[config.mk]
export PLATFORM = sky130hd
export DESIGN_NAME = branch_condition_unit_flat
export DESIGN_NICKNAME = d
export VERILOG_FILES = /design/src/rtl/branch_condition_unit_if.sv /design/src/rtl/branch_condition_unit.sv /design/src/flat_wrapper.sv
export SDC_FILE = /design/constraint.sdc
export NUM_CORES = 1
export LEC_CHECK = 0
export CAP_MARGIN = 40
export CELL_PAD_IN_SITES_DETAIL_PLACEMENT = 2
export CELL_PAD_IN_SITES_GLOBAL_PLACEMENT = 2
export CORE_MARGIN = 2
export CORE_UTILIZATION = 30
export DETAILED_ROUTE_END_ITERATION = 6
export PLACE_DENSITY = 0.86
export SYNTH_ARGS = -nofsm -noshare
export SYNTH_HDL_FRONTEND = slang
export SYNTH_SLANG_ARGS = --single-unit
[constraint.sdc]
create_clock -name clk -period 2.2 [get_ports clk]
set_clock_uncertainty 0.2 [all_clocks]
set_input_delay 0.33 -clock clk [delete_from_list [all_inputs] [get_ports clk]]
set_output_delay 0.33 -clock clk [all_outputs]
set_load 0.02 [all_outputs]
[src/rtl/branch_condition_unit_if.sv]
// Request/response channel between the issue stage and the branch condition unit.
// A transfer happens on a rising clk edge where valid & ready are both high; the
// sender holds its payload stable while valid is high, and valid never waits on ready.
interface branch_condition_unit_if;
  logic       req_valid;
  logic       req_ready;
  logic [1:0] req_kind;
  logic [3:0] req_cond;
  logic       req_opnd_zero;
  logic [4:0] req_tag;
  logic       resp_valid;
  logic       resp_ready;
  logic       resp_taken;
  logic [4:0] resp_tag;

  modport master (
    output req_valid, req_kind, req_cond, req_opnd_zero, req_tag, resp_ready,
    input  req_ready, resp_valid, resp_taken, resp_tag
  );

  modport slave (
    input  req_valid, req_kind, req_cond, req_opnd_zero, req_tag, resp_ready,
    output req_ready, resp_valid, resp_taken, resp_tag
  );
endinterface

[src/rtl/branch_condition_unit.sv]
// Resolves LEGv8 branch outcomes, waiting for outstanding flag writes older than
// the branch and forwarding the flags being written on the cycle they land.
module branch_condition_unit (
  input  logic                    clk,
  input  logic                    reset,
  input  logic                    negative_sr,
  input  logic                    zero_sr,
  input  logic                    carry_sr,
  input  logic                    overflow_sr,
  input  logic                    negative_in,
  input  logic                    zero_in,
  input  logic                    carry_in,
  input  logic                    overflow_in,
  input  logic                    update_sreg,
  input  logic                    flag_issue,
  branch_condition_unit_if.slave  bus,
  output logic [1:0]              pending_count,
  output logic                    err_sticky,
  output logic [1:0]              fsm_state
);

  typedef enum logic [1:0] {IDLE = 2'd0, WAIT = 2'd1, RESP = 2'd2} state_t;

  state_t     state, state_nxt;
  logic [1:0] wait_cnt, wait_cnt_nxt;
  logic [3:0] cond_q;
  logic [4:0] tag_q;
  logic       resp_taken_q;
  logic [4:0] resp_tag_q;
  logic       accept;
  logic       eval_en;
  logic       eval_taken;
  logic [4:0] eval_tag;

  function automatic logic cond_eval(input logic [3:0] c, input logic n, input logic z,
                                     input logic cf, input logic v);
    logic r;
    case (c)
      4'h0:    r = z;
      4'h1:    r = !z;
      4'h2:    r = cf;
      4'h3:    r = !cf;
      4'h4:    r = n;
      4'h5:    r = !n;
      4'h6:    r = v;
      4'h7:    r = !v;
      4'h8:    r = cf & !z;
      4'h9:    r = !cf | z;
      4'hA:    r = (n == v);
      4'hB:    r = (n != v);
      4'hC:    r = !z & (n == v);
      4'hD:    r = z | (n != v);
      default: r = 1'b1;
    endcase
    return r;
  endfunction

  assign bus.req_ready  = (state == IDLE) & !reset;
  assign bus.resp_valid = (state == RESP);
  assign bus.resp_taken = resp_taken_q;
  assign bus.resp_tag   = resp_tag_q;
  assign fsm_state      = state;
  assign accept         = bus.req_valid & bus.req_ready;

  always_comb begin
    state_nxt    = state;
    wait_cnt_nxt = wait_cnt;
    eval_en      = 1'b0;
    eval_taken   = 1'b0;
    eval_tag     = tag_q;
    case (state)
      IDLE: begin
        if (accept) begin
          eval_tag = bus.req_tag;
          if (bus.req_kind != 2'b00) begin
            eval_en = 1'b1;
            case (bus.req_kind)
              2'b01:   eval_taken = bus.req_opnd_zero;
              2'b10:   eval_taken = !bus.req_opnd_zero;
              default: eval_taken = 1'b1;
            endcase
          end else if (pending_count == 2'd0) begin
            eval_en    = 1'b1;
            eval_taken = cond_eval(bus.req_cond, negative_sr, zero_sr, carry_sr, overflow_sr);
          end else if (pending_count == 2'd1 && update_sreg) begin
            eval_en    = 1'b1;
            eval_taken = cond_eval(bus.req_cond, negative_in, zero_in, carry_in, overflow_in);
          end else begin
            // A write landing in the acceptance cycle already retires one older write.
            state_nxt    = WAIT;
            wait_cnt_nxt = pending_count - {1'b0, update_sreg};
          end
        end
      end
      WAIT: begin
        if (update_sreg) begin
          if (wait_cnt <= 2'd1) begin
            eval_en    = 1'b1;
            eval_taken = cond_eval(cond_q, negative_in, zero_in, carry_in, overflow_in);
          end else begin
            wait_cnt_nxt = wait_cnt - 2'd1;
          end
        end
      end
      RESP: begin
        if (bus.resp_ready) state_nxt = IDLE;
      end
      default: state_nxt = IDLE;
    endcase
    if (eval_en) begin
      state_nxt    = RESP;
      wait_cnt_nxt = 2'd0;
    end
  end

  always_ff @(posedge clk or posedge reset) begin
    if (reset) begin
      state        <= IDLE;
      wait_cnt     <= 2'd0;
      cond_q       <= 4'd0;
      tag_q        <= 5'd0;
      resp_taken_q <= 1'b0;
      resp_tag_q   <= 5'd0;
    end else begin
      state    <= state_nxt;
      wait_cnt <= wait_cnt_nxt;
      if (accept) begin
        cond_q <= bus.req_cond;
        tag_q  <= bus.req_tag;
      end
      if (eval_en) begin
        resp_taken_q <= eval_taken;
        resp_tag_q   <= eval_tag;
      end
    end
  end

  always_ff @(posedge clk or posedge reset) begin
    if (reset) begin
      pending_count <= 2'd0;
      err_sticky    <= 1'b0;
    end else if (flag_issue && !update_sreg) begin
      if (pending_count == 2'd3) err_sticky <= 1'b1;
      else                       pending_count <= pending_count + 2'd1;
    end else if (update_sreg && !flag_issue) begin
      if (pending_count == 2'd0) err_sticky <= 1'b1;
      else                       pending_count <= pending_count - 2'd1;
    end
  end

endmodule
[src/flat_wrapper.sv]
// flat-port wrapper written by rule: the top's interface ports become plain ports
module branch_condition_unit_flat 
  (clk, reset, negative_sr, zero_sr, carry_sr, overflow_sr, negative_in, zero_in, carry_in, overflow_in, update_sreg, flag_issue, pending_count, err_sticky, fsm_state, bus_req_valid, bus_req_kind, bus_req_cond, bus_req_opnd_zero, bus_req_tag, bus_resp_ready, bus_req_ready, bus_resp_valid, bus_resp_taken, bus_resp_tag);
  branch_condition_unit_if bus_i ();
  input  logic clk;
  input  logic reset;
  input  logic negative_sr;
  input  logic zero_sr;
  input  logic carry_sr;
  input  logic overflow_sr;
  input  logic negative_in;
  input  logic zero_in;
  input  logic carry_in;
  input  logic overflow_in;
  input  logic update_sreg;
  input  logic flag_issue;
  output logic [1:0] pending_count;
  output logic err_sticky;
  output logic [1:0] fsm_state;
  input wire logic [$bits(bus_i.req_valid)-1:0] bus_req_valid;
  input wire logic [$bits(bus_i.req_kind)-1:0] bus_req_kind;
  input wire logic [$bits(bus_i.req_cond)-1:0] bus_req_cond;
  input wire logic [$bits(bus_i.req_opnd_zero)-1:0] bus_req_opnd_zero;
  input wire logic [$bits(bus_i.req_tag)-1:0] bus_req_tag;
  input wire logic [$bits(bus_i.resp_ready)-1:0] bus_resp_ready;
  output wire logic [$bits(bus_i.req_ready)-1:0] bus_req_ready;
  output wire logic [$bits(bus_i.resp_valid)-1:0] bus_resp_valid;
  output wire logic [$bits(bus_i.resp_taken)-1:0] bus_resp_taken;
  output wire logic [$bits(bus_i.resp_tag)-1:0] bus_resp_tag;
  assign bus_i.req_valid = bus_req_valid;
  assign bus_i.req_kind = bus_req_kind;
  assign bus_i.req_cond = bus_req_cond;
  assign bus_i.req_opnd_zero = bus_req_opnd_zero;
  assign bus_i.req_tag = bus_req_tag;
  assign bus_i.resp_ready = bus_resp_ready;
  assign bus_req_ready = bus_i.req_ready;
  assign bus_resp_valid = bus_i.resp_valid;
  assign bus_resp_taken = bus_i.resp_taken;
  assign bus_resp_tag = bus_i.resp_tag;
  branch_condition_unit u_core (.clk(clk), .reset(reset), .negative_sr(negative_sr), .zero_sr(zero_sr), .carry_sr(carry_sr), .overflow_sr(overflow_sr), .negative_in(negative_in), .zero_in(zero_in), .carry_in(carry_in), .overflow_in(overflow_in), .update_sreg(update_sreg), .flag_issue(flag_issue), .bus(bus_i), .pending_count(pending_count), .err_sticky(err_sticky), .fsm_state(fsm_state));
endmodule
**After elaboration in Yosys (flattened, before gate mapping)**

Cells that the tools add are included.

- Register bits: 22
- Bits of input ports: 26
- Output and inout bits: 13
- Logic and storage cells: 140

- Add/subtract/negate cells: 4
- Order comparisons: 1
- Equality and inequality tests: 47
- Mux-type cells: 43
- Bitwise logic cells: 10
- Reductions and logical operators: 27

Operators by type and width:

| operator | number |
|---|---|
| $eq 4x4->1 const B | 12 |
| $pmux 1 s14 | 3 |
| $mux 2 | 17 |
| $eq 4x3->1 const B | 8 |
| $ne 3x2->1 const B | 6 |
| $eq 4x2->1 const B | 4 |
| $mux 1 | 16 |
| $logic_not 1->1 | 12 |
| $mux 5 | 2 |
| $eq 4x1->1 const B | 2 |
| $logic_not 4->1 | 2 |
| $reduce_and 7->1 | 1 |
| $and 1x1->1 | 6 |
| $eq 2x1->1 const B | 3 |
| $eq 2x2->1 const B | 3 |
| $pmux 1 s2 | 3 |
| $pmux 2 s3 | 1 |
| $reduce_and 3->1 | 2 |
| $reduce_and 6->1 | 1 |
| $reduce_bool 2->1 | 3 |
| $logic_not 2->1 | 2 |
| $ne 2x1->1 const B | 2 |
| $ne 2x2->1 const B | 2 |
| $or 1x1->1 | 4 |
| other kinds (10) | 15 |

**Depth between registers and ports, before layout**

Gate-level depths: netlist of the first run.

- Word-level depth: 9
- Depth in mapped cells: 8
- Gate-level depth less buffers: 7

**Least setup slack after synthesis of the first run**

No wires, ideal clock.

- Kind: register to register
- From: reg u_core.pending_count[0]
- To: reg u_core.wait_cnt[0]
- Library setup time: 0.104 ns
- Data arrival time: 1.689 ns
- Data required time: 1.896 ns
- Path slack: 0.208 ns
- Stages on the path, launching flop included: 7
- Path buffers: 0
- Clock period less this slack: 1.992 ns
- Cells stage by stage: dfrtp_1 inv_1 ha_1 nor2b_1 a21boi_2 or2_4 o41ai_2

- Longest elaborated chain between the ends: 9
- Elaborated cells on any way between the ends: 23
- Those cells by class: 1 x add/sub; 7 x eq/ne; 11 x mux; 4 x reduce/logical

RTL lines:

| element | line | text |
|---|---|---|
| start: declaration | branch_condition_unit.sv:17 | `output logic [1:0] pending_count,` |
| start signal: assignment | branch_condition_unit.sv:144 | `else pending_count <= pending_count + 2'd1;` |
| start signal: assignment | branch_condition_unit.sv:147 | `else pending_count <= pending_count - 2'd1;` |
| $eq 2x1->1 | branch_condition_unit.sv:85 | `end else if (pending_count == 2'd1 && update_sreg) begin` |
| $logic_and 1x1->1 | branch_condition_unit.sv:85 |  |
| $mux 1 | branch_condition_unit.sv:85 |  |
| $mux 1 | branch_condition_unit.sv:82 | `end else if (pending_count == 2'd0) begin` |
| $mux 1 | branch_condition_unit.sv:75 | `if (bus.req_kind != 2'b00) begin` |
| $mux 1 | branch_condition_unit.sv:73 | `if (accept) begin` |
| $pmux 1 s2 | branch_condition_unit.sv:71 | `case (state)` |
| $ne 3x1->1 (no source line), or another cell as far along | n/a |  |
| $reduce_and 7->1 (no source line) | n/a |  |
| end signal: assignment | branch_condition_unit.sv:126 | `wait_cnt <= wait_cnt_nxt;` |
| end: declaration | branch_condition_unit.sv:25 | `logic [1:0] wait_cnt, wait_cnt_nxt;` |

Several ways; a longest one is shown, not always the timed one. The select of a mux whose other input is x is not followed.
A chain may end at the register's enable or synchronous reset.

**Worst setup path in the final report of the first run**

- From: in negative_in
- To: reg u_core.resp_taken_q, in the netlist u_core.bus.resp_taken

- Longest elaborated chain between the ends: 8
- Elaborated cells on any way between the ends: 14
- Those cells by class: 2 x eq/ne; 9 x mux; 2 x bitwise; 1 x reduce/logical

RTL lines:

| element | line | text |
|---|---|---|
| start: declaration | flat_wrapper.sv:11 | `input logic negative_in;` |
| $ne 1x1->1 / $eq 1x1->1 (equally long branches) | n/a |  |
| $or 1x1->1 / $and 1x1->1 (equally long branches) | branch_condition_unit.sv:52, branch_condition_unit.sv:51 |  |
| $pmux 1 s14 | branch_condition_unit.sv:38 | `case (c)` |
| $mux 1 | branch_condition_unit.sv:85 |  |
| $mux 1 | branch_condition_unit.sv:82 |  |
| $mux 1 | branch_condition_unit.sv:75 |  |
| $mux 1 | branch_condition_unit.sv:73 |  |
| $pmux 1 s2 (*) | branch_condition_unit.sv:71 |  |
| end signal: assignment | branch_condition_unit.sv:132 | `resp_taken_q <= eval_taken;` |
| end: declaration | branch_condition_unit.sv:28 | `logic resp_taken_q;` |

Every way passes the cells marked *; elsewhere a longest branch is shown, timed or not.

==> flow_summary.toml, run 1 <==
[critical_path]
cpMaxStageDelayCell = "clkdlybuf4s50_1"
crit_path_cell_trace = "clkdlybuf4s50_1 -> xnor2_2 -> mux2_2 -> o32ai_1 -> a22oi_1 -> o31ai_1"
slowest_delay_ps = 510
cp_num_buf_inv = 1
cp-end-kind = "flop"
worstPathRequired_ps = 2170
critical_path_class = "in -> reg"
cp_top_family = "compound AO/OA/AOI/OAI gates"
crit_fanout = 4
cp-start-kind = "input port"
arrival_ps = 2070

[synthesis]
ys_types = 53
yosys.area.top_type = "dfrtp_1"
synth.avg_cell_area_um2 = 10.09
synth_compound_area_share_pct = 19.80
synth_xor_area_share_pct = 8.339
synth.area.mux_share_pct = 9.572
seq_area_frac_synth_pct = 31.91
synth_fa_ha_area_share_pct = 7.252
yosys_warnings = 0
syn_nets = 207
synth_edf_count = 0
synth-seq-cells = 22
synthArstFlopShare_pct = 100.0
synth_top_family_by_area = "compound AO/OA/AOI/OAI gates"
yosys.area.top_type_share_pct = 31.91
synthTopCellsByArea = "dfrtp_1, ha_1, mux2_2"
synth_simple_gate_area_share_pct = 16.10
synth_ff_type = "dfrtp_1"
syn_inst = 171
syn-cell-area_um2 = 1725

[sta]
slew_headroom_pct = 76.28
setup_tns_ps = 0
setup_viol = 0
setup_slack_ps = 100.8
rsz0062_at_grt = "true"
fmax_mhz = 476.4
max_slew.worst_pin.slew_ps = 353.6
finalCriticalPeriod_ps = 2099
hold_viol = 0
drv_slew = 0
finalCritPeriodShare_pct = 95.42

[clock_network]
cts_sinks = 22
cts_tree = "built"
htree_levels = 1
clk-insertion-delay-late_ps = 260
cts_buffers = 3
post_cts_buffers = 0
cts-root-buf = "clkbuf_8"
clkTransAtPathRegs_ps = 80
cts_buffer_depth = 2

[die]
die_h_um = 79.84
core_um2 = 5540
die_w_um = 79.84
io_pins = 39
initial_core_util_pct = 31.14
dieArea_um2 = 6374
rows = 27

[power]
combPwrFrac_pct = 58.7
power_density_nw_per_um2 = 1123
p_seq_share_pct = 30.5
switching_share_pct = 42.37
ir_worst_vdd_mv = 0.4911
p_leak_uw = 0.001029
p_clk_share_pct = 10.8
p_switching_uw = 1147
power.internal_uw = 1560

[drt]
detail-route-antenna-nets = 0
vias_per_cell = 5.066
firstDrtPassIters = 4
wl_um = 5422
routedWlPerCell_um = 17.89
drc = 0
num_vias = 1535
drt_iter0_markers = 63

[global_route]
grt_overflow = 0
grt_max_degree = 23
antenna_found_initial = 0
grt_pass1_wl_um = 8956
grt_pass1_vias = 1761
grt_usage_pct = 18.02

[finish]
layout-drive-gt1-share_pct = 28.14
antennaDiodeCount = 0
final_cell_count_no_fill = 303
fin_area_um2 = 2410
final_nets = 268
n_fill_cell = 611
areaGrowthSynthToFinish_pct = 39.67

[worst_hold_path]
hp-class = "reg -> reg"

[placed_design]
placedCellCount = 299
place_area_um2 = 2346
dp_hpwl_um = 4192
place.gp.congestion = 0.7247
port_buffers = 38
dp_slack_ps = -114.9

[job]
cap_violations = 0

[status]
status = "complete, no violations"
-- logic make-up after synthesis --
group / count (synthesis)
adders and majority gates: 10
DFF: 22
muxes: 14
buffers and inverters: 23
AOI/OAI and AO/OA: 43
and+or+nand+nor: 45
xor gates and xnor gates: 14
-- Yosys cell counts, drive strengths merged (3+ instances only) --
library cell / count
nor3: 3
or2: 3
o22ai: 7
nand2: 8
mux2: 10
mux2i: 3
buf: 7
clkbuf: 3
ha: 10
nor2: 12
nand3b: 3
a21oi: 9
a211oi: 3
xnor2: 11
inv: 13
o21ai: 4
nor2b: 6
nand2b: 3
dfrtp: 22
-- worst paths after layout --
kind | cells past startpoint | start | slack, ps | to
min in group asynchronous | 4 | reset | 430 | u_core.fsm_state[1]
setup reg to reg | 8 | u_core.pending_count[0] | 150 | u_core.bus.resp_taken
hold reg to reg | 1 | u_core.err_sticky | 300 | u_core.err_sticky
max in group asynchronous | 4 | reset | 1130 | u_core.cond_q[1]
hold / removal | 1 | u_core.err_sticky | 300 | u_core.err_sticky
setup / recovery | 6 | negative_in | 100 | u_core.bus.resp_taken
-- metrics by stage --
stage	util [%]	hold slack [ps]	power, uW
floorplan	-	119.2	1782
global placement	42.34	269.1	2278
detailed placement	42.34	268.1	2403
CTS	43.34	300.6	2746
global route	43.50	325.2	2907
finish	43.50	295.9	2707
-- timing repair --
action                     4_1_cts  5_1_grt
setup endpoints to repair        2        2
pin swaps                        0        2
hold endpoints to repair         0        0
hold buffers                     0        0
resized for setup                3        3
-- worst register-to-register path, cell delays in order, from the launching register on --
cell and delay (ps):
dfrtp_1 430, inv_1 110, ha_1 240, nor2b_1 180
buf_4 140, o221ai_1 120, o22ai_1 230, o221a_1 210
o31ai_1 70
-- sequential cells by signal (all words and copies together), names as in the netlist --
register,count
u_core.bus.resp_tag,5
u_core.bus.resp_taken,1
u_core.cond_q,4
u_core.err_sticky,1
u_core.fsm_state,2
u_core.pending_count,2
u_core.tag_q,5
u_core.wait_cnt,2
-- metal layers --
metal  global-route usage (%)  share of wire (%)  up-vias
met5                        0                  0        -
met4                    4.746                1.4        0
li1                         -                  -      738
met3                    2.149                1.4        6
met1                    21.64                 44      771
met2                    33.70                 53       20
-- cell usage in the layout (no fill, tap or decap), types with 3 or more instances in the layout --
| master | Yosys | final |
|---|---|---|
| clkbuf_8 | 0 | 4 |
| nand2b_1 | 3 | 3 |
| a21oi_2 | 4 | 4 |
| nand2_1 | 8 | 8 |
| a21oi_1 | 5 | 5 |
| dfrtp_1 | 22 | 20 |
| mux2_2 | 10 | 10 |
| o22ai_1 | 7 | 7 |
| inv_1 | 13 | 12 |
| mux2i_1 | 3 | 3 |
| nor2b_1 | 6 | 6 |
| nor3_1 | 3 | 3 |
| nand3b_1 | 3 | 3 |
| ha_1 | 10 | 10 |
| nor2_1 | 8 | 8 |
| o21ai_0 | 3 | 3 |
| buf_4 | 1 | 27 |
| clkdlybuf4s50_1 | 0 | 36 |
| xnor2_1 | 10 | 10 |
| nor2_2 | 4 | 4 |
-- power by group through the flow --
stage | registers (uW) | clock network (uW) | logic, uW
final | 825 | 292 | 1590
after global routing | 863 | 313 | 1730
after CTS | 830 | 299 | 1620
after detailed placement | 829 | 0 | 1570
after global placement | 805 | 0 | 1470
after floorplan | 836 | 0 | 946
-- cell type report --
class	count	area [um^2]	area share [%]
Inverter	13	48.80	2.025
Clock buffer	4	55.05	2.285
Multi-Input combinational cell	126	1059	43.93
Tap cell	72	90.09	3.738
Sequential cell	22	553.0	22.95
Timing Repair Buffer	66	604.3	25.08
(Power assumes the default switching activity.)
==> inputs of run 2 (changes only) <==
- HOLD_SLACK_MARGIN: default -> 0.15
==> results of run 2 <==
No change in the layout: final DEF, timing and power equal those of run 1.
==> inputs of run 3 (changes only) <==
- DONT_BUFFER_PORTS: default -> 1
- PLACE_DENSITY: 0.86 -> 0.72
==> run 3 against run 2 <==
  * Utilization down 7.8 points
  * Register-to-register slack barely moved
  * Die area did not move
  * Combinational power down 24%
==> flow_summary.toml, run 3 (same netlist as run 1, synthesis figures left out) <==
[status]
status = "complete, no violations"

[power]
p_leak_uw = 0.0008111
power_density_nw_per_um2 = 1230
p_total_uw = 2434
ir_worst_vdd_mv = 0.6303

[die]
io_pins = 39
rows = 27
initial_core_util_pct = 31.14
die_h_um = 79.84
dieArea_um2 = 6374
die_w_um = 79.84
core_um2 = 5540

[critical_path]
slowest_delay_ps = 410
cp-start-kind = "flop"
cp_num_buf_inv = 1
reg2regPathDepth = 6
worstPathRequired_ps = 1670
cpMaxStageDelayCell = "dfrtp_1"
arrival_ps = 1590
cp.depth = 3
crit_fanout = 6
critical_path_class = "reg -> out"
cp_top_family = "simple AND/OR/NAND/NOR gates"
crit_path_cell_trace = "buf_4 -> or2_2 -> nor2_1"
worstReg2RegStart = "u_core.pending_count[0]"
r2r-end = "u_core.wait_cnt[0]"
rrSetupSlack_ps = 150
cp-end-kind = "output port"

[worst_hold_path]
hp-class = "in -> reg"
min_from = "update_sreg"
whs_path_depth = 3
hold_end = "u_core.pending_count[1]"

[global_route]
grt_overflow = 0
grt_max_degree = 23
antenna_found_initial = 0
grt_usage_pct = 15.60
grt_pass1_wl_um = 7859
grt_pass1_vias = 1533

[clock_network]
cts_buffers = 3
cts_sinks = 22
cts_tree = "built"
clk-insertion-delay-late_ps = 260
cts_buffer_depth = 2
post_cts_buffers = 0
cts-root-buf = "clkbuf_8"
clkTransAtPathRegs_ps = 80
htree_levels = 1

[finish]
final_nets = 220
fin_area_um2 = 1979
final_common_cell = "dfrtp_1"
antennaDiodeCount = 0
areaGrowthSynthToFinish_pct = 14.72
final_util_pct = 35.73
layout_common_cells = "dfrtp_1, inv_1, dlygate4sd3_1"
layout-drive-gt1-share_pct = 21.31

[sta]
hold_viol = 0
setup_viol = 0
drv_slew = 0
finalCritPeriodShare_pct = 96.59
max_slew.worst_pin.slew_ps = 850.8
setup_slack_ps = 75.06
setup_tns_ps = 0
rsz0062_at_grt = "false"
fmax_mhz = 470.6
slew_headroom_pct = 43.21
finalCriticalPeriod_ps = 2125

[drt]
num_vias = 1341
drc = 0
routedWlPerCell_um = 18.18
wl_um = 4636
vias_per_cell = 5.259
firstDrtPassIters = 3
drt_iter0_markers = 25
detail-route-antenna-nets = 0

[placed_design]
port_buffers = 0
dp_hpwl_um = 3524
place.gp.congestion = 0.7763
place_area_um2 = 1788
dp_slack_ps = 156.0

[job]
cap_violations = 0
[run 3: cell types whose count changed in the layout (fill, tap and decap cells not counted), sizes merged]
cell	change
clkdlybuf4s50	-36
clkbuf	-1
buf	-22
dlygate4sd2	-1
dlygate4sd3	+12
dlymetal6s2s	-1
bufinv	+1
[run 3: how the worst max path moves through the flow]
stage | startpoint | end | slack (ps)
after CTS | u_core.fsm_state[0] | bus_req_ready | 40
after detailed placement | u_core.pending_count[0] | u_core.wait_cnt[0] | 160
after global placement | u_core.pending_count[0] | u_core.wait_cnt[0] | 260
after global routing | u_core.fsm_state[0] | bus_req_ready | 10
after floorplan | u_core.pending_count[0] | u_core.wait_cnt[0] | 210
final | u_core.fsm_state[0] | bus_req_ready | 80
[run 3: cell type report]
class	count	area, um^2
flip-flops and latches	22	550.5
repair buffers	18	165.2
clock buffers	3	41.29
well taps	72	90.09
clock inverters	1	30.03
inverters	13	48.80
fillers	613	3561
multi-input cells	126	1054
[run 3: worst reg2reg max path, stage by stage, from the launching register on]
cell and delay (ps):
dfrtp_1 360, inv_1 90, ha_1 250, nor2b_1 240
a21boi_2 120, or2_4 350, o41ai_2 340
[run 3: power breakdown]
group	switching (uW)	leakage [uW]	total [uW]	internal (uW)
combinational	646	0.000520	1210	563
sequential	252	0.000255	846	594
clock	137	0.0000357	380	243
[run 3: per-layer routing]
metal | up-vias | track usage [%] | wire length (um)
met3 | 2 | 2.715 | 232
met2 | 25 | 28.91 | 2452
met5 | - | 0 | 0
met1 | 678 | 19.09 | 1944
met4 | 0 | 2.542 | 8
li1 | 636 | - | -
[run 3: per-stage QoR]
stage,std cells,hold slack (ps)
final,255,176.2
after detailed placement,239,250.4
after CTS,255,179.1
after floorplan,171,119.2
after global routing,255,192.0
after global placement,239,217.1
[run 3: what timing repair did]
action,CTS,global route
gates resized for setup,0,0
endpoints found under the hold margin,33,0
hold buffers,12,0
==> patch 1, RTL diff (settings of run 3) <==
Register the output `pending_count` once more, with the module's reset; this adds one clock of latency there. The other outputs are not delayed to match.
--- a/src/rtl/branch_condition_unit.sv
+++ b/src/rtl/branch_condition_unit.sv
@@ -21,4 +21,6 @@
 
   typedef enum logic [1:0] {IDLE = 2'd0, WAIT = 2'd1, RESP = 2'd2} state_t;
+
+  logic [1:0] pending_count_s0;
 
   state_t     state, state_nxt;
@@ -80,8 +82,8 @@
               default: eval_taken = 1'b1;
             endcase
-          end else if (pending_count == 2'd0) begin
+          end else if (pending_count_s0 == 2'd0) begin
             eval_en    = 1'b1;
             eval_taken = cond_eval(bus.req_cond, negative_sr, zero_sr, carry_sr, overflow_sr);
-          end else if (pending_count == 2'd1 && update_sreg) begin
+          end else if (pending_count_s0 == 2'd1 && update_sreg) begin
             eval_en    = 1'b1;
             eval_taken = cond_eval(bus.req_cond, negative_in, zero_in, carry_in, overflow_in);
@@ -89,5 +91,5 @@
             // A write landing in the acceptance cycle already retires one older write.
             state_nxt    = WAIT;
-            wait_cnt_nxt = pending_count - {1'b0, update_sreg};
+            wait_cnt_nxt = pending_count_s0 - {1'b0, update_sreg};
           end
         end
@@ -138,12 +140,20 @@
   always_ff @(posedge clk or posedge reset) begin
     if (reset) begin
-      pending_count <= 2'd0;
+      pending_count_s0 <= 2'd0;
       err_sticky    <= 1'b0;
     end else if (flag_issue && !update_sreg) begin
-      if (pending_count == 2'd3) err_sticky <= 1'b1;
-      else                       pending_count <= pending_count + 2'd1;
+      if (pending_count_s0 == 2'd3) err_sticky <= 1'b1;
+      else                       pending_count_s0 <= pending_count_s0 + 2'd1;
     end else if (update_sreg && !flag_issue) begin
-      if (pending_count == 2'd0) err_sticky <= 1'b1;
-      else                       pending_count <= pending_count - 2'd1;
+      if (pending_count_s0 == 2'd0) err_sticky <= 1'b1;
+      else                       pending_count_s0 <= pending_count_s0 - 2'd1;
+    end
+  end
+
+  always_ff @(posedge clk or posedge reset) begin
+    if (reset) begin
+      pending_count <= '0;
+    end else begin
+      pending_count <= pending_count_s0;
     end
   end
Check against the original RTL: not equivalent (a bounded check fails within 4 cycles, from zero or initial values and one cycle with reset high).
==> patch 1 against run 3 <==
  * Cell area up 3.0%
  * Sequential cell count up 2
  * Wire length up 9.1%
  * Global-route usage up 0.98 points
  * Synthesized area up 2.8%
  * First-iteration DRC count up 48%
  * Synthesized cell count up 12%
  * Power down 5.4%
  * Via count up 12%
  * Critical endpoint is now u_core.bus.resp_tag[1]
  * Worst setup slack better by 0.0018 ns
==> patch 1: results <==
[finish]
drive_gt1_share_pct = 12.3
fillers = 645
nets = 242

[worst_hold_path]
holdPathEnd = "u_core.cond_q[2]"
hp-class = "input pin to register"
whs_path_depth = 3
min-delay-start = "bus_req_valid"

[synthesis]
ys_types = 55
ys_seq_area_share_pct = 33.9
synthXorXnorAreaFrac_pct = 3.95
ys_top_cells_by_area = "dfrtp_1, ha_1, nand2_1, xnor2_1, inv_1"
synth_fp_nets = 227
synth_fa_ha_area_share_pct = 7.06
synth_compound_area_share_pct = 19.4
synthMuxAreaShare_pct = 9.67

[worst_setup_path]
r2r_cells = 5
reg2reg_from = "u_core.fsm_state[1]"
r2r_end = "u_core.bus.resp_tag[1]"
critPathArrivalTime_ns = 2.07
r2r_slack_ns = 0.08

[power]
power.leakage_nw = 0.867

[detailed_routing]
drt-total-wl_um = 5060
drt-initial-drc-count = 37
vias = 1504

[placed_design]
hpwl_um = 4010
post_dp_cell_area_um2 = 1860

[global_routing]
antenna_found_initial = 0
grt_max_degree = 19
grtUsageMet3_pct = 3.78
grt_use_met2_pct = 30.8
grt_usage_pct = 16.6

[timing]
relSlewSlack_pct = 64.7

[outcome]
outcome = "completed"
patch 1: power by group:
| part | leakage, nW | switching, W | internal (W) |
|---|---|---|---|
| clock | 0.0216 | 0.000138 | 0.000122 |
| combinational | 0.557 | 0.000617 | 0.000501 |
| sequential | 0.289 | 0.000271 | 0.000654 |
| total | 0.867 | 0.00103 | 0.00128 |
patch 1: kinds of logic (layout without fill, tap and decap cells):
family                   count (synthesis)  in the layout
AO/OA/AOI/OAI                           47             47
XOR/XNOR                                 8              8
adder cells (fa/ha/maj)                 10             10
buffers and inverters                   26             39
flip-flops                              24             24
multiplexers                            13             13
AND/OR/NAND/NOR                         63             63
patch 1: through the flow:
stage / setup slack (ns) / hold slack, ns / util (%) / instances
finish: 0.0769 / 0.182 / 36.3 / 276
global route: 0.00943 / 0.192 / 36.3 / 276
CTS: 0.0566 / 0.175 / 36.3 / 276
detailed placement: 0.0716 / 0.0157 / 33.2 / 260
global placement: 0.179 / 0.00526 / 33.2 / 260
floorplan: 0.116 / 0.145 / - / 191
patch 1: worst max-delay path, cell delays in order, from the launching register on:
cell and delay (ns):
dfrtp_1 0.38, or4b_1 0.64, buf_4 0.23, mux2_1 0.34
o22ai_1 0.14, o21ai_1 0.08
patch 1: what timing repair did:
action,CTS,global route
endpoints found under the setup margin,0,2
hold buffers,13,0
endpoints found under the hold margin,35,0
resized for setup,0,1
patch 1: layout make-up:
type / count / area, µm² / area share [%]
Multi-Input combinational cell: 141 / 1060 / 52.0
Sequential cell: 24 / 601 / 29.5
Timing Repair Buffer: 21 / 190 / 9.33
Tap cell: 72 / 90.1 / 4.42
Inverter: 15 / 56.3 / 2.76
Clock buffer: 3 / 41.3 / 2.03
patch 1: worst max path at each step:
stage                        start                      to  slack, ns  depth (start not counted)
2_1_floorplan  u_core.fsm_state[1]  u_core.bus.resp_tag[2]       0.12                          6
3_3_place_gp           negative_in   u_core.bus.resp_taken       0.18                          5
3_5_place_dp   u_core.fsm_state[1]  u_core.bus.resp_tag[1]       0.07                          5
4_1_cts        u_core.fsm_state[1]  u_core.bus.resp_tag[1]       0.06                          5
5_1_grt        u_core.fsm_state[1]  u_core.bus.resp_tag[4]      0.009                          5
6_report       u_core.fsm_state[1]  u_core.bus.resp_tag[1]       0.08                          5
patch 1: layer usage:
layer	wire, µm	share of wire, %	vias to the layer above
met5	0	0	-
met4	34	0.67	0
met3	261	5.2	2
met2	2610	52	30
met1	2150	43	761
li1	-	-	711
==> patch 2, RTL diff (flow settings as in run 3) <==
Made on the original files. Make the reset (`reset`) synchronous in 2 clocked blocks.
--- a/src/rtl/branch_condition_unit.sv
+++ b/src/rtl/branch_condition_unit.sv
@@ -114,5 +114,5 @@
   end
 
-  always_ff @(posedge clk or posedge reset) begin
+  always_ff @(posedge clk) begin
     if (reset) begin
       state        <= IDLE;
@@ -136,5 +136,5 @@
   end
 
-  always_ff @(posedge clk or posedge reset) begin
+  always_ff @(posedge clk) begin
     if (reset) begin
       pending_count <= 2'd0;
Function: differs if reset is asserted again (counterexample within 4 cycles, from zero or initial values and one cycle with reset high); with reset held inactive, the same outputs for 10 cycles.
==> patch 2 against run 3 <==
  * Cell area is 9.0% lower
  * Critical path depth is 4 higher
  * Synthesized area decreased by 11%
  * Global-route usage rose by 1.6 points
  * Worst setup slack improved by 0.017 ns
  * Wire length rose by 1.6%
  * Core utilization about the same
  * Sequential cell count unchanged
  * Largest cell class unchanged
Power is not compared: it rests on default switching activity, and its combinational part moved more than twofold at a synthesized area within 25%.
==> patch 2: results <==
[finish]
clkCellAreaFrac_pct = 3.96
signal_buffers = 17
fillers = 585
register_area_um2 = 440
comb.multi_input.count = 141
nets = 235
drive_gt1_share_pct = 9.60
buf_share_pct = 8.62
multi_input_area_share_pct = 55.2
design.seq.count = 22
inv_count = 14

[synthesis]
synth_flop_cell = "dfxtp_1"
ys_types = 47
synth_fp_nets = 224
ys_top_cells_by_area = "dfxtp_1, ha_1, mux2i_1, nor2_1, xnor2_1"
synthTopCellsByCount = "nor2_1, dfxtp_1, o21ai_0, inv_1, nand2_1"
postSynth.asyncResetShare_pct = 0

[detailed_routing]
viasPerCell = 5.20
drt-total-wl_um = 4710
firstDrtPassIters = 4
drt-initial-drc-count = 59

[placed_design]
gp_congestion = 0.763
place_ws_ns = 0.0684
hpwl_um = 3420

[global_routing]
grt_first_pass_wirelength_um = 7440
grt_usage_pct = 17.2

[worst_setup_path]
path_max_fanout = 9
crit_slowest_cell = "dlygate4sd3_1"
cp_slowest_stage_delay_ns = 0.55
critPathArrivalTime_ns = 2.03
r2r_cells = 5

[outcome]
outcome = "completed"

[clocking]
ctsHoldBuffers = 11
cts_root_buf = "clkbuf_8"

[timing]
relSlewSlack_pct = 45.3

[worst_hold_path]
hp-class = "input pin to register"
whs_path_depth = 4
[patch 2: routing by layer]
metal	vias up	part of all wire, %	GRT usage (%)
met1	686	41	21.0
met4	0	1.1	4.48
met3	4	3.7	2.25
met2	21	54	31.7
li1	683	-	-
met5	-	0	0
[patch 2: power groups by stage]
stage          Sequential (W)  Clock (W)  Combinational (W)
2_1_floorplan        0.000477          0           0.000184
3_3_place_gp         0.000473          0           0.000212
3_5_place_dp         0.000474          0           0.000228
4_1_cts              0.000465   0.000393           0.000253
5_1_grt              0.000469   0.000404           0.000286
6_report             0.000465   0.000391           0.000254
[patch 2: cell families (layout without fill, tap and decap cells)]
| kind of cell | count (synthesis) | after routing | share of synthesized area, % |
|---|---|---|---|
| adders and majority gates | 10 | 10 | 8.13 |
| xor gates and xnor gates | 11 | 11 | 6.75 |
| and+or+nand+nor | 64 | 64 | 20.7 |
| DFF | 22 | 22 | 28.6 |
| buffers and inverters | 25 | 35 | 7.72 |
| AOI/OAI and AO/OA | 45 | 45 | 20.2 |
| muxes | 11 | 11 | 7.97 |
[patch 2: path summary, 6_finish.rpt]
kind                                          start                     end  slack, ns
worst max-delay path                bus_req_cond[0]   u_core.bus.resp_taken       0.09
worst min-delay path                     flag_issue       u_core.err_sticky       0.16
worst max register to register  u_core.fsm_state[1]  u_core.bus.resp_tag[3]       0.17
worst min register to register      u_core.tag_q[2]         u_core.tag_q[2]       0.31
[patch 2: critical path, delay by kind of cell]
| kind | cells | cell delay [ns] |
|---|---|---|
| compound gates | 5 | 0.97 |
| buf+inv | 2 | 0.74 |
[patch 2: through the flow]
step           instances  util (%)  instance area, µm²
3_5_place_dp         253      31.8                1610
5_1_grt              268      35.7                1800
6_report             268      35.7                1800
3_3_place_gp         253      31.8                1610
4_1_cts              268      35.4                1790
2_1_floorplan        188         -                1540
